<file path="src/rtl/vga_rect_engine_if.sv">
// Command and pixel-stream bundle between game logic and the rectangle engine.
// The master issues draw commands; the slave answers with busy/done and the plot stream.
interface vga_rect_engine_if #(
    parameter int XW = 8,
    parameter int CD = 9
);
    localparam int YW = XW - 1;

    logic          start;
    logic [1:0]    mode;
    logic [XW-1:0] x0;
    logic [YW-1:0] y0;
    logic [XW:0]   w;
    logic [YW:0]   h;
    logic [CD-1:0] color;
    logic          busy;
    logic          done;
    logic [XW-1:0] VGA_X;
    logic [YW-1:0] VGA_Y;
    logic [CD-1:0] VGA_COLOR;
    logic          plot;

    modport master (
        output start, mode, x0, y0, w, h, color,
        input  busy, done, VGA_X, VGA_Y, VGA_COLOR, plot
    );

    modport slave (
        input  start, mode, x0, y0, w, h, color,
        output busy, done, VGA_X, VGA_Y, VGA_COLOR, plot
    );
endinterface

</file>
<file path="src/rtl/vga_rect_engine.sv">
// Clipped rectangle engine: fill, outline or clear, one scan position per clock,
// finishing with a single-cycle done pulse.
module vga_rect_engine #(
    parameter string RESOLUTION  = "160x120",
    parameter int    COLOR_DEPTH = 9
) (
    input logic              CLOCK_50,
    input logic              reset,
    vga_rect_engine_if.slave bus
);
    localparam int XW = (RESOLUTION == "640x480") ? 10 :
                        (RESOLUTION == "320x240") ? 9 : 8;
    localparam int YW = XW - 1;
    localparam int XMAX = (RESOLUTION == "640x480") ? 639 :
                          (RESOLUTION == "320x240") ? 319 : 159;
    localparam int YMAX = (RESOLUTION == "640x480") ? 479 :
                          (RESOLUTION == "320x240") ? 239 : 119;

    localparam logic [XW-1:0] XM = XMAX[XW-1:0];
    localparam logic [YW-1:0] YM = YMAX[YW-1:0];
    localparam logic [XW+1:0] XL = XMAX[XW+1:0];
    localparam logic [YW+1:0] YL = YMAX[YW+1:0];

    typedef enum logic [1:0] {IDLE, DRAW, FIN} state_t;

    state_t                 state;
    logic [1:0]             md;
    logic [COLOR_DEPTH-1:0] col;
    logic [XW-1:0]          xs, xe, cx;
    logic [YW-1:0]          ys, ye, cy;

    logic                   busy_q, done_q, plot_q;
    logic [XW-1:0]          vx_q;
    logic [YW-1:0]          vy_q;
    logic [COLOR_DEPTH-1:0] vc_q;

    logic [XW+1:0] x_end;
    logic [YW+1:0] y_end;
    logic [XW-1:0] bxs, bxe;
    logic [YW-1:0] bys, bye;
    logic          clr, empty;

    // Extra headroom bits keep x0+w-1 from wrapping before the clip.
    always_comb begin
        x_end = {2'b00, bus.x0} + {1'b0, bus.w} - 1'b1;
        y_end = {2'b00, bus.y0} + {1'b0, bus.h} - 1'b1;
        clr   = (bus.mode == 2'b10);
        empty = (bus.mode == 2'b11) ||
                (!clr && (bus.w == '0 || bus.h == '0 ||
                          bus.x0 > XM || bus.y0 > YM));
        bxs = clr ? '0 : bus.x0;
        bys = clr ? '0 : bus.y0;
        bxe = (clr || x_end > XL) ? XM : x_end[XW-1:0];
        bye = (clr || y_end > YL) ? YM : y_end[YW-1:0];
    end

    always_ff @(posedge CLOCK_50 or posedge reset) begin
        if (reset) begin
            state  <= IDLE;
            md     <= '0;
            col    <= '0;
            xs     <= '0;
            xe     <= '0;
            ys     <= '0;
            ye     <= '0;
            cx     <= '0;
            cy     <= '0;
            busy_q <= 1'b0;
            done_q <= 1'b0;
            plot_q <= 1'b0;
            vx_q   <= '0;
            vy_q   <= '0;
            vc_q   <= '0;
        end else begin
            done_q <= 1'b0;
            unique case (state)
                IDLE: begin
                    plot_q <= 1'b0;
                    if (bus.start) begin
                        md     <= bus.mode;
                        col    <= bus.color;
                        xs     <= bxs;
                        xe     <= bxe;
                        ys     <= bys;
                        ye     <= bye;
                        cx     <= bxs;
                        cy     <= bys;
                        busy_q <= 1'b1;
                        state  <= empty ? FIN : DRAW;
                    end
                end
                DRAW: begin
                    vx_q   <= cx;
                    vy_q   <= cy;
                    vc_q   <= col;
                    // Outline scans the interior too, just without plotting it.
                    plot_q <= (md != 2'b01) || cx == xs || cx == xe ||
                              cy == ys || cy == ye;
                    if (cx == xe) begin
                        cx <= xs;
                        if (cy == ye)
                            state <= FIN;
                        else
                            cy <= cy + 1'b1;
                    end else begin
                        cx <= cx + 1'b1;
                    end
                end
                FIN: begin
                    plot_q <= 1'b0;
                    busy_q <= 1'b0;
                    done_q <= 1'b1;
                    state  <= IDLE;
                end
                default: state <= IDLE;
            endcase
        end
    end

    assign bus.busy      = busy_q;
    assign bus.done      = done_q;
    assign bus.plot      = plot_q;
    assign bus.VGA_X     = vx_q;
    assign bus.VGA_Y     = vy_q;
    assign bus.VGA_COLOR = vc_q;
endmodule
</file>
<file path="src/flat_wrapper.sv">
// flat-port wrapper written by rule: the top's interface ports become plain ports
module vga_rect_engine_flat 
#(
    parameter string RESOLUTION  = "       ",
    parameter int    COLOR_DEPTH = 9
)
  (CLOCK_50, reset, bus_start, bus_mode, bus_x0, bus_y0, bus_w, bus_h, bus_color, bus_busy, bus_done, bus_VGA_X, bus_VGA_Y, bus_VGA_COLOR, bus_plot);
  vga_rect_engine_if bus_i ();
  input logic CLOCK_50;
  input logic reset;
  input wire logic [$bits(bus_i.start)-1:0] bus_start;
  input wire logic [$bits(bus_i.mode)-1:0] bus_mode;
  input wire logic [$bits(bus_i.x0)-1:0] bus_x0;
  input wire logic [$bits(bus_i.y0)-1:0] bus_y0;
  input wire logic [$bits(bus_i.w)-1:0] bus_w;
  input wire logic [$bits(bus_i.h)-1:0] bus_h;
  input wire logic [$bits(bus_i.color)-1:0] bus_color;
  output wire logic [$bits(bus_i.busy)-1:0] bus_busy;
  output wire logic [$bits(bus_i.done)-1:0] bus_done;
  output wire logic [$bits(bus_i.VGA_X)-1:0] bus_VGA_X;
  output wire logic [$bits(bus_i.VGA_Y)-1:0] bus_VGA_Y;
  output wire logic [$bits(bus_i.VGA_COLOR)-1:0] bus_VGA_COLOR;
  output wire logic [$bits(bus_i.plot)-1:0] bus_plot;
  assign bus_i.start = bus_start;
  assign bus_i.mode = bus_mode;
  assign bus_i.x0 = bus_x0;
  assign bus_i.y0 = bus_y0;
  assign bus_i.w = bus_w;
  assign bus_i.h = bus_h;
  assign bus_i.color = bus_color;
  assign bus_busy = bus_i.busy;
  assign bus_done = bus_i.done;
  assign bus_VGA_X = bus_i.VGA_X;
  assign bus_VGA_Y = bus_i.VGA_Y;
  assign bus_VGA_COLOR = bus_i.VGA_COLOR;
  assign bus_plot = bus_i.plot;
  vga_rect_engine #(.RESOLUTION(RESOLUTION), .COLOR_DEPTH(COLOR_DEPTH)) u_core (.CLOCK_50(CLOCK_50), .reset(reset), .bus(bus_i));
endmodule
</file>
<file path="config.mk">
export PLATFORM = sky130hd
export DESIGN_NAME = vga_rect_engine_flat
export DESIGN_NICKNAME = d
export VERILOG_FILES = /design/src/rtl/vga_rect_engine_if.sv /design/src/rtl/vga_rect_engine.sv /design/src/flat_wrapper.sv
export SDC_FILE = /design/constraint.sdc
export NUM_CORES = 1
export LEC_CHECK = 0
export ABC_AREA = 1
export BUFFER_PORTS_ARGS = -buffer_cell sky130_fd_sc_hd__buf_4
export CAP_MARGIN = 15
export CORE_ASPECT_RATIO = 2
export CORE_MARGIN = 5
export CORE_UTILIZATION = 45
export CTS_BUF_LIST = sky130_fd_sc_hd__clkbuf_8
export CTS_CLUSTER_DIAMETER = 60
export DETAILED_ROUTE_END_ITERATION = 16
export PLACE_DENSITY = 0.65
export REMOVE_ABC_BUFFERS = 1
export SLEW_MARGIN = 20
export SYNTH_ARGS = -nofsm -noshare
export SYNTH_HDL_FRONTEND = slang
export SYNTH_SLANG_ARGS = --single-unit
export TNS_END_PERCENT = 1
</file>
<file path="constraint.sdc">
create_clock -name CLOCK_50 -period 3.68 [get_ports CLOCK_50]
set_clock_uncertainty 0.1 [all_clocks]
set_input_delay 0.552 -clock CLOCK_50 [delete_from_list [all_inputs] [get_ports CLOCK_50]]
set_output_delay 0.552 -clock CLOCK_50 [all_outputs]
set_load 0.05 [all_outputs]
</file>
**Word-level counts from Yosys, hierarchy flattened**

Cells that the tools add are included.

- $add $sub $neg: 6
- Order comparisons: 4
- Eq/ne operators: 13
- Mux-type cells: 20
- Reductions and logical operators: 24

Operator list:

| kind | count |
|---|---|
| 2-to-1 mux 7 bit | 5 |
| 2-to-1 mux 8 bit | 4 |
| == test 8 bit | 2 |
| case mux 8 bit (2 select lines) | 1 |
| == test 7 bit | 2 |
| case mux 7 bit (2 select lines) | 1 |
| adder 8 x 9 -> 10 bit | 1 |
| greater-than comparator 10 x 8 -> 1 bit (second input constant) | 1 |
| logical OR 1 bit | 10 |
| subtractor 10 x 1 -> 10 bit (second input constant) | 1 |
| adder 7 x 8 -> 9 bit | 1 |
| greater-than comparator 9 x 7 -> 1 bit (second input constant) | 1 |
| logical NOT 9 bit | 1 |
| subtractor 9 x 1 -> 9 bit (second input constant) | 1 |
| adder 8 x 1 -> 8 bit (second input constant) | 1 |
| greater-than comparator 8 bit (second input constant) | 1 |
| logical NOT 8 bit | 1 |
| 2-to-1 mux 2 bit | 4 |
| adder 7 x 1 -> 7 bit (second input constant) | 1 |
| greater-than comparator 7 bit (second input constant) | 1 |
| == test 2 bit (second input constant) | 3 |
| != test 2 x 1 -> 1 bit (second input constant) | 3 |
| AND reduction 2 bit | 3 |
| nonzero test 2 bit | 3 |
| other kinds (11) | 14 |

- Bits in registers: 85
- Bits of input ports: 46
- Output and inout bits: 27

**Longest topological paths before layout**

- Depth in word-level cells: 9
- Depth in mapped cells: 16

**Worst setup path before layout**

OpenSTA, ideal clock, no wires.

- Path type: input port to flip-flop
- Start: input port bus_w[1]
- End: register u_core.xe[2]
- Arrival: 2.324 ns
- Path slack: 1.143 ns
- Stages on the path: 15
- Path buffers: 0
- Path through: inv_1 -> ha_1 -> inv_1 -> ha_1 -> inv_1 -> fa_1 -> nand3b_1 -> nand2_1 -> nand2_1 -> nand3_1 -> nand2_1 -> nor2_2 -> nand3_1 -> nand2_1 -> inv_1

- Longest elaborated chain between the ends: 5

RTL lines:

| element | line | RTL |
|---|---|---|
| from (decl) | flat_wrapper.sv:15 | `input wire logic [$bits(bus_i.w)-1:0] bus_w;` |
| adder 8 x 9 -> 10 bit (*) | vga_rect_engine.sv:45 | `x_end = {2'b00, bus.x0} + {1'b0, bus.w} - 1'b1;` |
| subtractor 10 x 1 -> 10 bit (*) | vga_rect_engine.sv:45 |  |
| greater-than comparator 10 x 8 -> 1 bit | vga_rect_engine.sv:53 | `bxe = (clr \|\| x_end > XL) ? XM : x_end[XW-1:0];` |
| logical OR 1 bit | vga_rect_engine.sv:53 |  |
| 2-to-1 mux 8 bit (*) | vga_rect_engine.sv:53 |  |
| to (signal assigned) | vga_rect_engine.sv:63 | `xe <= '0;` |
| to (signal assigned) | vga_rect_engine.sv:83 | `xe <= bxe;` |
| to (decl) | vga_rect_engine.sv:29 | `logic [XW-1:0] xs, xe, cx;` |

Every way passes the cells marked *; elsewhere a longest branch is shown, timed or not.
A chain may end at the register's enable or synchronous reset.

**Worst setup path in the final report**

- Start: input port bus_x0[1]
- End: register u_core.xe[7]

- Longest elaborated chain between the ends: 5

RTL lines:

| element | line | RTL |
|---|---|---|
| from (decl) | flat_wrapper.sv:13 | `input wire logic [$bits(bus_i.x0)-1:0] bus_x0;` |
| adder 8 x 9 -> 10 bit (*) | vga_rect_engine.sv:45 |  |
| subtractor 10 x 1 -> 10 bit (*) | vga_rect_engine.sv:45 |  |
| greater-than comparator 10 x 8 -> 1 bit | vga_rect_engine.sv:53 |  |
| logical OR 1 bit | vga_rect_engine.sv:53 |  |
| 2-to-1 mux 8 bit (*) | vga_rect_engine.sv:53 |  |

Marked as above.

==> results_dict.tcl <==
set metrics [dict create \
    cp-startpoint "bus_x0[1]" \
    syn_area_um2 5570 \
    clk_pin_slew_ns 0.09 \
    dp_hpwl_mm 11.0 \
    drive_gt1_frac 0.139 \
    rsz0062_at_grt "false" \
    intPower_mw 2.76 \
    multi_input_area_um2 2820 \
    ctsHtreeMaxLevel 3 \
    start_kind "input port" \
    power.clock.fraction 0.156 \
    dieArea_um2 14800 \
    routed_wirelength_mm 14.3 \
    vias_per_cell 5.04 \
    final_max_slew_viol_count 0 \
    crit_family "simple AND/OR/NAND/NOR gates" \
    cts_root_buffer "clkbuf_8" \
    gr-total-overflow 0 \
    fin_tns_setup_ns 0 \
    crit_chain "buf_4 -> inv_1 -> ha_1 -> inv_1 -> ha_1 -> inv_1 -> fa_1 -> nand3b_1 -> nand2_1 -> nand2_1 -> nand3_1 -> nand2_1 -> nor2_2 -> nand2_1 -> o21ai_1 -> inv_1" \
    antenna_found_initial 0 \
    num_vias 4972 \
    period_share 0.703 \
    worst-path-max-fanout 8 \
    post_cts_buffers 0 \
    std_cell_rows 57 \
    grt_usage 0.207 \
    required_ns 3.84 \
    fin_util 0.534 \
    leakage_nw 3.59 \
    hold_path_class "input port to async pin" \
    p_sw_mw 2.48 \
    wl_per_cell_um 14.5 \
    drc_errors 0 \
    syn_avg_cell_area_um2 7.25 \
    worstReg2RegStart "u_core.state[0]" \
    endpoint_kind "flip-flop" \
    numClockSinks 85 \
    io-pin-count 73 \
    yosys_warnings 0 \
    slowest_stage "fa_1" \
    grt_pass1_vias 5215 \
    gp_congestion 0.899 \
    core_um2 12100 \
    hold_viol_final 0 \
    insertion_delay_ns 0.36 \
    grt_start_max_net_pins 50 \
    cts_max_path_buffers 2 \
    drtPass1Iterations 5 \
    r2r_end "u_core.cy[5]" \
    ys_types 36 \
    syn_inst 768 \
    ff2ff_setup_slack_ns 1.39 \
    max_freq_mhz 387 \
    criticalPathCategory "input port to flip-flop" \
    ys_ff_latch 85 \
    reg2regPathDepth 9 \
    cts_resized 0 \
    pwr-share-seq 0.332 \
    yosysSeqAreaShare 0.382 \
    worst-path-buf-inv 5 \
    slew_headroom 0.433 \
    start_util 0.459 \
    maxCapViolCount 0 \
    area_growth_pct 16.3 \
    seq_area_um2 2130 \
    cts_tree "built" \
    io_buffers 72 \
    ant_nets 0 \
    slowest_delay_ns 0.40 \
    setup_violations 0 \
    ir_drop_mv 0.472 \
    final_nets 915 \
    run_status "completed" \
    fin_crit_ns 2.59 \
    die_y_um 167 \
    worstMarginPinSlew_ns 0.850 \
    fillCellCount 1231 \
    fp.dieW_um 88.7 \
    diodes 0 \
    ctsHoldBuffers 0 \
    cts_buffers 9 \
    power.density_nw_per_um2 810 \
    cp.arrival_ns 2.74 \
    grt_pass1_wl_mm 24.2 \
    drtIter0Drc 239 \
    power.share.switching 0.474 \
    pwr-share-comb 0.513 \
]
-- cell families (layout without fill, tap and decap cells) --
logic type | after synthesis | count (layout) | share of synthesized area
AO/OA/AOI/OAI | 63 | 63 | 0.0708
XOR/XNOR | 33 | 33 | 0.0519
adder cells (fa/ha/maj) | 34 | 34 | 0.0791
buffers and inverters | 159 | 231 | 0.113
flip-flops | 85 | 85 | 0.382
AND/OR/NAND/NOR | 394 | 394 | 0.304
-- power by group through the flow --
| stage | Clock, mW | Sequential [mW] | Combinational (mW) |
|---|---|---|---|
| after floorplan | 0 | 2.11 | 1.56 |
| after global placement | 0 | 1.74 | 2.65 |
| after detailed placement | 0 | 1.76 | 2.70 |
| after CTS | 0.827 | 1.74 | 2.72 |
| after global routing | 0.870 | 1.80 | 2.99 |
| final | 0.815 | 1.74 | 2.69 |
-- Yosys cell counts --
master / count / area share
nand4_1: 8 / 0.0090
o21ai_0: 13 / 0.012
fa_1: 2 / 0.0072
or2_1: 2 / 0.0022
o31ai_1: 3 / 0.0040
inv_1: 131 / 0.088
or2_0: 3 / 0.0034
o21a_1: 8 / 0.011
a21boi_1: 2 / 0.0027
nand2_1: 248 / 0.17
xor2_1: 15 / 0.024
dfrtp_1: 85 / 0.38
xnor2_1: 18 / 0.028
nor2_8: 1 / 0.0036
nand3b_1: 5 / 0.0067
nor2_2: 2 / 0.0022
nand4_4: 1 / 0.0038
nand2_2: 4 / 0.0045
or2_2: 2 / 0.0022
a22oi_2: 4 / 0.0090
o211ai_2: 1 / 0.0022
a21oi_1: 12 / 0.011
a31oi_1: 1 / 0.0011
nor2_4: 2 / 0.0040
o211ai_1: 3 / 0.0040
clkinv_1: 1 / 0.00067
o21ai_1: 16 / 0.014
buf_6: 1 / 0.0020
inv_2: 4 / 0.0027
clkbuf_1: 4 / 0.0027
nor2_1: 47 / 0.032
nand2_4: 1 / 0.0020
ha_1: 32 / 0.072
buf_2: 18 / 0.016
nor3_1: 5 / 0.0045
nand3_1: 63 / 0.057
-- registers in the layout, summed over array words and instances, names as in the netlist --
name	cells
u_core.md	2
u_core.bus.VGA_Y	7
u_core.ys	7
u_core.cx	8
u_core.bus.VGA_COLOR	9
u_core.ye	7
u_core.state	2
u_core.bus.busy	1
u_core.bus.done	1
u_core.col	9
u_core.xs	8
u_core.bus.plot	1
u_core.bus.VGA_X	8
u_core.xe	8
u_core.cy	7
-- through the flow --
step | cells | instance area [um2] | hold slack [ns] | setup WS, ns | power [mW]
after floorplan | 745 | 5450 | 0.349 | 0.835 | 3.67
after CTS | 987 | 6470 | 0.239 | 1.11 | 5.28
final | 987 | 6470 | 0.228 | 1.09 | 5.24
after global routing | 987 | 6470 | 0.258 | 0.928 | 5.66
after detailed placement | 971 | 6230 | 0.361 | 0.734 | 4.46
after global placement | 971 | 6230 | 0.359 | 0.839 | 4.39
-- how the worst max path moves through the flow --
stage / to / slack [ns] / depth (start not counted)
floorplan: u_core.bus.VGA_COLOR[0] / 0.83 / 1
global placement: u_core.xe[0] / 0.84 / 16
detailed placement: u_core.xe[1] / 0.73 / 16
CTS: u_core.xe[1] / 1.11 / 16
global route: u_core.xe[7] / 0.93 / 16
finish: u_core.xe[7] / 1.09 / 16
-- cell usage in the layout, fill, tap and decap left out --
cell,instances
a31oi_1,1
nand2_4,1
nor2_1,47
nor2_2,2
inv_2,4
ha_1,32
clkinv_1,1
nand3b_1,5
nand3_1,63
inv_1,131
nand4_1,8
o211ai_1,3
nor2_8,1
o21ai_0,13
clkbuf_8,9
clkinv_2,1
a21boi_1,2
bufinv_16,3
a21oi_1,12
o21a_1,8
inv_6,3
or2_1,2
buf_4,79
a22oi_2,4
or2_2,2
nor2_4,2
nand4_4,1
nand2_2,4
xnor2_1,18
o211ai_2,1
nor3_1,5
xor2_1,15
nand2_1,248
o31ai_1,3
dfrtp_1,85
o21ai_1,16
or2_0,3
fa_1,2
-- final cells by class --
| cell class | count | share of cell area |
|---|---|---|
| Clock inverter | 7 | 0.0186 |
| Timing Repair Buffer | 79 | 0.0916 |
| Sequential cell | 85 | 0.329 |
| Tap cell | 147 | 0.0284 |
| Clock buffer | 9 | 0.0191 |
| Multi-Input combinational cell | 524 | 0.435 |
| Inverter | 136 | 0.0790 |
-- metal layers --
metal | global-route usage | up-vias | routed length [um]
met5 | 0 | - | 0
met4 | 0.116 | 0 | 716
met2 | 0.376 | 105 | 7880
met3 | 0.0280 | 40 | 463
li1 | - | 2498 | -
met1 | 0.219 | 2329 | 5280
Note: power is estimated with default switching activity, not from simulation.
